## config.mk

```make
export PLATFORM = sky130hd
export DESIGN_NAME = mcu51_uart_rx
export DESIGN_NICKNAME = d
export VERILOG_FILES = /design/src/rtl/mcu51_pkg.sv /design/src/rtl/sync_bit.sv /design/src/rtl/mcu51_uart_rx.sv
export SDC_FILE = /design/constraint.sdc
export NUM_CORES = 1
export LEC_CHECK = 0
export CORE_ASPECT_RATIO = 0.7
export CORE_MARGIN = 4
export CORE_UTILIZATION = 51
export CTS_BUF_LIST = sky130_fd_sc_hd__clkbuf_4 sky130_fd_sc_hd__clkbuf_8
export DETAILED_ROUTE_END_ITERATION = 12
export PLACE_DENSITY = 0.77
export SLEW_MARGIN = 0
export SYNTH_ARGS = -nofsm -noshare
export SYNTH_HDL_FRONTEND = slang
export SYNTH_SLANG_ARGS = --single-unit
```

## constraint.sdc

```tcl
create_clock -name CLK -period 1.55 [get_ports CLK]
set_clock_uncertainty 0.2 [all_clocks]
set_input_delay 0.2325 -clock CLK [delete_from_list [all_inputs] [get_ports CLK]]
set_output_delay 0.2325 -clock CLK [all_outputs]
set_load 0.005 [all_outputs]
```

## src/rtl/mcu51_pkg.sv

```systemverilog
// Shared definitions for the 8051-style serial receiver: FSM states,
// SCON bit positions and frame geometry.
package mcu51_pkg;

  typedef enum logic [1:0] {
    IDLE  = 2'd0,
    START = 2'd1,
    DATA  = 2'd2,
    STOP  = 2'd3
  } rx_state_e;

  // SCON bit positions touched by the receiver.
  localparam int SCON_RI  = 0;
  localparam int SCON_RB8 = 2;
  localparam int SCON_REN = 4;

  // Mode 1 frame: 8 data bits between one start and one stop bit.
  localparam int DATA_BITS = 8;

endpackage

```

## src/rtl/sync_bit.sv

```systemverilog
// Multi-stage synchronizer for one asynchronous input. It resets to 1 so an
// idle-high line shows no spurious edge when reset is released.
module sync_bit #(
  parameter int SYNC_STAGES = 2
) (
  input  logic CLK,
  input  logic reset,
  input  logic d,
  output logic q
);

  logic [SYNC_STAGES-1:0] ff;

  // Shift the raw input through the synchronizer chain.
  always_ff @(posedge CLK) begin
    // NOTE: flops are written with <= so each stage captures its neighbour's
    // pre-edge value; blocking = would collapse the chain into a single stage.
    if (reset) begin
      ff <= '1;
    end else begin
      ff <= {ff[SYNC_STAGES-2:0], d};
    end
  end

  assign q = ff[SYNC_STAGES-1];

endmodule

```

## src/rtl/mcu51_uart_rx.sv

```systemverilog
// 8051 mode-1 UART receiver: start-bit qualification at mid-bit, centred
// data and stop sampling, SBUF/RB8/RI update with overrun detection.
module mcu51_uart_rx
  import mcu51_pkg::*;
#(
  parameter int CLKS_PER_BIT = 16,
  parameter int SYNC_STAGES  = 2
) (
  input  logic       CLK,
  input  logic       reset,
  input  logic       rxd,
  input  logic       ren,
  input  logic       ri_clr,
  output logic [7:0] sbuf,
  output logic       rb8,
  output logic       ri,
  output logic       busy,
  output logic       ovr
);

  localparam int CNT_W = $clog2(CLKS_PER_BIT);
  localparam logic [CNT_W-1:0] CNT_HALF = CNT_W'(CLKS_PER_BIT / 2 - 1);
  localparam logic [CNT_W-1:0] CNT_LAST = CNT_W'(CLKS_PER_BIT - 1);
  localparam logic [2:0]       BIT_LAST = 3'(DATA_BITS - 1);

  logic                 rxs;
  logic                 rxs_prev;
  rx_state_e            state_q, state_d;
  logic [CNT_W-1:0]     cnt_q, cnt_d;
  logic [2:0]           bit_q, bit_d;
  logic [DATA_BITS-1:0] shift_q;
  logic                 data_smp;
  logic                 stop_smp;

  sync_bit #(
    .SYNC_STAGES(SYNC_STAGES)
  ) u_sync (
    .CLK  (CLK),
    .reset(reset),
    .d    (rxd),
    .q    (rxs)
  );

  // Next-state and sample strobes for the frame FSM.
  always_comb begin
    // NOTE: every signal driven here gets a default first; a path that left
    // one unassigned would make synthesis infer a latch.
    state_d  = state_q;
    cnt_d    = cnt_q + CNT_W'(1);
    bit_d    = bit_q;
    data_smp = 1'b0;
    stop_smp = 1'b0;

    unique case (state_q)
      IDLE: begin
        cnt_d = '0;
        bit_d = '0;
        if (ren && rxs_prev && !rxs) begin
          state_d = START;
        end
      end
      START: begin
        if (cnt_q == CNT_HALF) begin
          cnt_d   = '0;
          bit_d   = '0;
          state_d = rxs ? IDLE : DATA;
        end
      end
      DATA: begin
        if (cnt_q == CNT_LAST) begin
          cnt_d    = '0;
          data_smp = 1'b1;
          if (bit_q == BIT_LAST) begin
            bit_d   = '0;
            state_d = STOP;
          end else begin
            bit_d = bit_q + 3'd1;
          end
        end
      end
      STOP: begin
        if (cnt_q == CNT_LAST) begin
          cnt_d    = '0;
          stop_smp = 1'b1;
          state_d  = IDLE;
        end
      end
      default: begin
        state_d = IDLE;
        cnt_d   = '0;
      end
    endcase

    // Dropping ren abandons any frame in progress without touching outputs.
    if (!ren && state_q != IDLE) begin
      state_d  = IDLE;
      cnt_d    = '0;
      bit_d    = '0;
      data_smp = 1'b0;
      stop_smp = 1'b0;
    end
  end

  // FSM state, cycle counter and bit counter.
  always_ff @(posedge CLK) begin
    if (reset) begin
      state_q <= IDLE;
      cnt_q   <= '0;
      bit_q   <= '0;
    end else begin
      state_q <= state_d;
      cnt_q   <= cnt_d;
      bit_q   <= bit_d;
    end
  end

  // Edge-detect history, data shift register and accepted-byte outputs.
  always_ff @(posedge CLK) begin
    if (reset) begin
      rxs_prev <= 1'b1;
      // NOTE: shift_q is a plain flop vector, so it takes the reset like any
      // other register; a RAM-style array would be left unreset instead.
      shift_q  <= '0;
      sbuf     <= '0;
      rb8      <= 1'b0;
    end else begin
      rxs_prev <= rxs;
      if (data_smp) begin
        shift_q[bit_q] <= rxs;
      end
      if (stop_smp && !ri) begin
        sbuf <= shift_q;
        rb8  <= rxs;
      end
    end
  end

  // Sticky RI and overrun flags; a set in the same cycle beats ri_clr.
  always_ff @(posedge CLK) begin
    if (reset) begin
      ri  <= 1'b0;
      ovr <= 1'b0;
    end else begin
      if (ri_clr) begin
        ri  <= 1'b0;
        ovr <= 1'b0;
      end
      if (stop_smp) begin
        if (!ri) begin
          ri <= 1'b1;
        end else begin
          ovr <= 1'b1;
        end
      end
    end
  end

  assign busy = (state_q != IDLE);

endmodule
```

==> results of run 1 <==
cell usage in the layout, fill, tap and decap left out, types with 3 or more instances in the layout:
cell type,n
a21oi_1,3
buf_4,11
clkbuf_8,5
clkdlybuf4s50_1,3
dfxtp_1,25
dfxtp_2,5
dlygate4sd2_1,6
dlymetal6s2s_1,6
ha_4,3
mux2i_1,18
nand2b_1,21
nand3_1,6
nand4_1,4
nand4b_1,3
nor2_1,5
or2_1,5
logic make-up after synthesis:
group | Yosys count | share of synthesized area [%]
AND/OR/NAND/NOR | 59 | 27.7
multiplexers | 18 | 13.2
buffers and inverters | 11 | 3.67
XOR/XNOR | 2 | 1.28
adder cells (fa/ha/maj) | 3 | 2.75
AO/OA/AOI/OAI | 10 | 5.96
flip-flops | 31 | 45.5
power by group through the flow:
stage	combinational [mW]	clock, mW	sequential (mW)
after floorplan	0.0291	0	0.817
after global placement	0.0507	0	0.818
after detailed placement	0.0518	0	0.818
after CTS	0.0518	0.645	0.800
after global routing	0.0581	0.690	0.800
final	0.0532	0.634	0.800
metrics by stage:
step | instance area [sq um] | TNS (ns)
3_3_place_gp | 1650 | -2.65
6_report | 1800 | -0.0257
4_1_cts | 1750 | -0.0251
3_5_place_dp | 1650 | -3.22
2_1_floorplan | 1390 | -0.00732
5_1_grt | 1800 | -0.227
worst max path at each step:
| stage | slack (ns) | cells after the start | to | start |
|---|---|---|---|---|
| after floorplan | -0.007 | 6 | rb8 | cnt_q[0] |
| after global placement | -0.15 | 4 | sbuf[6] | reset |
| after detailed placement | -0.18 | 5 | bit_q[2] | ren |
| after CTS | -0.03 | 4 | bit_q[0] | bit_q[0] |
| after global routing | -0.06 | 4 | bit_q[1] | cnt_q[1] |
| final | -0.03 | 4 | bit_q[0] | bit_q[0] |
flip-flops by register name, indices dropped and copies added (netlist names), 2 cells and up, named ones only:
name / cells
sbuf: 8
cnt_q: 4
shift_q: 8
bit_q: 3
u_sync.ff: 2
cell usage after synthesis (2+ instances only):
| master | number |
|---|---|
| nand4bb_1 | 2 |
| nand2b_1 | 21 |
| a32o_1 | 2 |
| nand4b_1 | 3 |
| or2_1 | 5 |
| a21oi_1 | 3 |
| buf_4 | 2 |
| mux2i_1 | 18 |
| ha_1 | 3 |
| clkbuf_1 | 6 |
| nor3_1 | 2 |
| dfxtp_1 | 31 |
| inv_1 | 2 |
| nor2_1 | 5 |
| nand4_1 | 4 |
| nand3_1 | 7 |
cell type report:
type                       count  area share (%)
multi-input combinational     92            42.0
sequential                    31            35.1
timing repair buffer          29            15.2
clock buffer                   7            4.67
tap                           34            2.37
inverter                       2           0.418
clock inverter                 1           0.279
timing repair:
item / in CTS / in global routing
buffers inserted: 0 / 0
pin swaps: 0 / 1
setup endpoints to repair: 10 / 21
gates resized for setup: 12 / 15
per-layer routing:
metal	vias to the layer above	wire, um	global-route usage (%)
li1	532	-	-
met1	516	1380	21.8
met2	36	1250	27.6
met3	12	171	6.29
met4	0	82	9.87
met5	-	0	0
worst reg2reg max path, stage by stage, from the launching register on:
cell	delay (ns)
dfxtp_4	0.35
ha_4	0.16
ha_4	0.15
or4_1	0.51
a21oi_1	0.14
==> results.json, run 1 <==
{
  "timing.rr.start": "bit_q[0]",
  "violations": "setup timing",
  "cts_hold_buf": 0,
  "start_util_pct": 54.3,
  "synth_area_per_cell_sq_um": 10.2,
  "cp_slowest_cell": "or4_1",
  "crit_buf_inv": 0,
  "portBuffers": 16,
  "fillers": 193,
  "vdd_drop_max_mv": 0.702,
  "multi_input_area_sq_um": 753,
  "max_slew_margin_pct": 75.3,
  "holdPathEnd": "rxs_prev",
  "critPathMaxStageDelay_ns": 0.51,
  "syn_nets": 142,
  "seqPwrFrac_pct": 53.8,
  "switching_share_pct": 20.9,
  "cts.reportedPaths.clkPinSlew_ns": 0.06,
  "final-setup-viol-count": 1,
  "worstSetupEndpointType": "register",
  "synthTopCellsByArea": "dfxtp_1 45%, mux2i_1 13%, nand2b_1 9.6%, ha_1 2.7%, nand3_1 2.6%",
  "total_power_mw": 1.49,
  "coreArea_sq_um": 2510,
  "synth_top_area_share_pct": 45.5,
  "hold_slack_ns": 0.223,
  "drc": 0,
  "ff_latch_area_sq_um": 631,
  "cp_top_family": "simple AND/OR/NAND/NOR gates",
  "worstMarginPinSlew_ns": 0.368,
  "cts_tree": "yes",
  "worst_ep_arrival_time_ns": 1.58,
  "async_reset_ff_share_pct": 0,
  "crit_fanout": 2,
  "period_share_pct": 102,
  "comb_power_share_pct": 3.6,
  "design.portCount": 17,
  "finalWorstSetupSlack_ns": -0.0257,
  "postRouteAntennaNets": 0,
  "fin_cells": 196,
  "hpwl_um": 1920,
  "worstSkewPairLatency_ns": 0.28,
  "grt_pass1_vias": 1084,
  "cp-start-kind": "register",
  "clock-root-buffer": "clkbuf_8",
  "r2r_cells": 4,
  "drt_iter0_markers": 39,
  "min_from": "reset",
  "r2r-end": "bit_q[0]",
  "yosysTopAreaCell": "dfxtp_1",
  "drtPass1Iterations": 5,
  "wl_per_cell_um": 14.7,
  "cp.required_ns": 1.55,
  "cts.htree.levels": 2,
  "path_class": "register to register",
  "die_x_um": 69.8,
  "fmax_ghz": 0.635,
  "min_path_cells": 2,
  "cts.sinks": 31,
  "num_rows": 15,
  "p_leak_nw": 0.875,
  "rsz0062_at_grt": "yes",
  "grt.overflow.total": 0,
  "fin_crit_ns": 1.58,
  "p_int_mw": 1.18,
  "antenna_found_initial": 0,
  "grt_max_degree": 20,
  "numCtsBuffers": 5,
  "nets": 169,
  "syn_inst": 134,
  "ff2ff_setup_slack_ns": -0.03,
  "drv_slew": 0,
  "hold_viol_final": 0,
  "clock_power_share_pct": 42.6,
  "seq_area_frac_synth_pct": 45.5,
  "crit_top_cell": "ha_4",
  "synth_ff_type": "dfxtp_1",
  "synth_edf_count": 0,
  "hp-class": "input pin to register",
  "p_per_area_nw_per_um2": 829,
  "fp.dieH_um": 51.3,
  "grt_use_total_pct": 17.9,
  "drt-total-wl_um": 2880,
  "yosysWarningCount": 0,
  "fin_util_pct": 71.4,
  "drive_above_1_share_pct": 21.6,
  "syn_area_sq_um": 1370,
  "maxCapViolations": 0,
  "grt_pass1_wl_um": 4960,
  "p_switching_mw": 0.311,
  "crit_chain": "ha_4, ha_4, or4_1, a21oi_1",
  "cts.path.max_buffers": 2,
  "dp_slack_ns": -0.177,
  "status": "complete, but fails checks",
  "viasPerCell": 5.59,
  "synth.distinct_cells": 34,
  "fp.dieArea_sq_um": 3580,
  "antennaDiodeCount": 0,
  "ys_ff_latch": 31,
  "place.gp.congestion": 0.767,
  "vias": 1096,
  "dp_cells": 188,
  "area_growth_pct": 31.5
}
Note: power is estimated with default switching activity, not from simulation.
==> run 2: changes to the inputs <==
--- a/config.mk
+++ b/config.mk
@@ -11,6 +11,7 @@
 export CTS_BUF_LIST = sky130_fd_sc_hd__clkbuf_4 sky130_fd_sc_hd__clkbuf_8
 export DETAILED_ROUTE_END_ITERATION = 12
 export PLACE_DENSITY = 0.77
+export SKIP_CTS_REPAIR_TIMING = 1
 export SLEW_MARGIN = 0
 export SYNTH_ARGS = -nofsm -noshare
 export SYNTH_HDL_FRONTEND = slang
==> constraint.sdc (replaced) <==
create_clock -name CLK -period 1.55 [get_ports CLK]
set_clock_uncertainty 0.2 [all_clocks]
set_input_delay 0.2325 -clock CLK [delete_from_list [all_inputs] [get_ports CLK]]
set_output_delay 0.2325 -clock CLK [all_outputs]
set_load 0.01 [all_outputs]
==> results.json, run 2 (synthesized netlist as in run 1, its figures left out) <==
{
  "cts.path.max_buffers": 2,
  "place.gp.congestion": 0.767,
  "drt_iter0_markers": 33,
  "p_int_mw": 1.18,
  "cts.sinks": 31,
  "fmax_ghz": 0.619,
  "drive_above_1_share_pct": 23.5,
  "nets": 173,
  "cp_slowest_cell": "or4_1",
  "clock_power_share_pct": 42.8,
  "switching_share_pct": 21.1,
  "stdcell_area_sq_um": 1870,
  "max_slew_margin_pct": 76.6,
  "vias": 1117,
  "postRouteAntennaNets": 0,
  "worst_ep_arrival_time_ns": 1.62,
  "drtPass1Iterations": 4,
  "die_x_um": 69.8,
  "numCtsBuffers": 5,
  "fillers": 173,
  "drt-total-wl_um": 3150,
  "worstSetupEndpointType": "register",
  "grt_use_total_pct": 17.2,
  "crit_top_cell": "ha_4",
  "ff_latch_area_sq_um": 629,
  "cts.htree.levels": 2,
  "vdd_drop_max_mv": 0.697,
  "period_share_pct": 104,
  "seqPwrFrac_pct": 53.6,
  "comb_power_share_pct": 3.6,
  "place_area_sq_um": 1650,
  "cp.required_ns": 1.55,
  "fp.dieH_um": 51.3,
  "area_growth_pct": 36.9,
  "finalWorstSetupSlack_ns": -0.0653,
  "worstSkewPairLatency_ns": 0.28,
  "final-setup-viol-count": 10,
  "cts.reportedPaths.clkPinSlew_ns": 0.06,
  "crit_fanout": 2,
  "fp.dieArea_sq_um": 3580,
  "top_regs": "sbuf (8), shift_q (8), cnt_q (4)",
  "hp-class": "input pin to register",
  "multi_input_area_sq_um": 769,
  "fin_crit_ns": 1.62,
  "coreArea_sq_um": 2510,
  "grt_pass1_wl_um": 4800,
  "antenna_found_initial": 0,
  "cp_top_family": "simple AND/OR/NAND/NOR gates",
  "crit_chain": "ha_4, ha_4, or4_1, a21oi_1",
  "drv_slew": 0,
  "p_per_area_nw_per_um2": 798,
  "wl_per_cell_um": 15.8,
  "start_util_pct": 54.3,
  "final_cell_mix": "26 x dfxtp_1, 21 x nand2b_1, 18 x mux2i_1",
  "hold_viol_final": 0,
  "portBuffers": 16,
  "rsz0062_at_grt": "yes",
  "maxCapViolations": 0,
  "p_switching_mw": 0.315,
  "antennaDiodeCount": 0,
  "grt_max_degree": 20,
  "crit_buf_inv": 0,
  "path_class": "register to register",
  "critPathMaxStageDelay_ns": 0.52,
  "violations": "setup timing",
  "clock-root-buffer": "clkbuf_8",
  "hpwl_um": 1920,
  "p_leak_nw": 0.996,
  "fin_util_pct": 74.3,
  "status": "complete, but fails checks",
  "drc": 0,
  "cp-start-kind": "register",
  "layout_commonest_cell": "dfxtp_1",
  "grt_pass1_vias": 1103,
  "design.portCount": 17,
  "cts_tree": "yes",
  "viasPerCell": 5.59,
  "worstMarginPinSlew_ns": 0.349,
  "num_rows": 15,
  "grt.overflow.total": 0
}
-- run 2: cell types whose count changed in the layout (fill, tap and decap cells not counted), sizes merged --
cell | previous run | this run
dlymetal6s2s | 6 | 13
dlygate4sd2 | 6 | 0
buf | 13 | 17
clkdlybuf4s15 | 1 | 0
-- run 2: layout make-up --
cell class | instances | share of cell area [%]
Timing Repair Buffer | 33 | 17.7
Tap cell | 34 | 2.28
Sequential cell | 31 | 33.7
Inverter | 2 | 0.402
Clock buffer | 7 | 4.48
Multi-Input combinational cell | 92 | 41.2
Clock inverter | 1 | 0.268
-- run 2: path summary, 6_finish.rpt --
path,from,end,slack (ns),depth (start not counted)
worst max-delay path,bit_q[0],bit_q[0],-0.07,4
worst min-delay path,reset,rxs_prev,0.21,2
worst max register to register,bit_q[0],bit_q[0],-0.07,4
worst min register to register,u_sync.ff[0],u_sync.ff[1],0.23,1
-- run 2: metrics by stage --
stage / worst slack (ns) / hold WS [ns] / total power, mW / setup TNS, ns / std cells
2_1_floorplan: -0.00732 / 0.130 / 0.846 / -0.00732 / 134
3_3_place_gp: -0.146 / 0.186 / 0.869 / -2.65 / 188
3_5_place_dp: -0.177 / 0.216 / 0.870 / -3.22 / 188
4_1_cts: -0.208 / 0.235 / 1.50 / -0.791 / 196
5_1_grt: -0.105 / 0.261 / 1.54 / -1.05 / 200
6_report: -0.0653 / 0.207 / 1.49 / -0.189 / 200
-- run 2: power groups by stage --
stage / logic [mW] / clock network [mW] / registers, mW
floorplan: 0.0292 / 0 / 0.817
global placement: 0.0509 / 0 / 0.818
detailed placement: 0.0519 / 0 / 0.818
CTS: 0.0523 / 0.645 / 0.800
global route: 0.0591 / 0.683 / 0.800
finish: 0.0538 / 0.639 / 0.800
-- run 2: routing by layer --
| layer | global-route usage (%) | vias to the layer above | share of wire (%) |
|---|---|---|---|
| li1 | - | 543 | - |
| met2 | 27.7 | 32 | 46 |
| met5 | 0 | - | 0 |
| met4 | 9.24 | 0 | 2.2 |
| met1 | 20.9 | 532 | 46 |
| met3 | 5.11 | 10 | 5.1 |
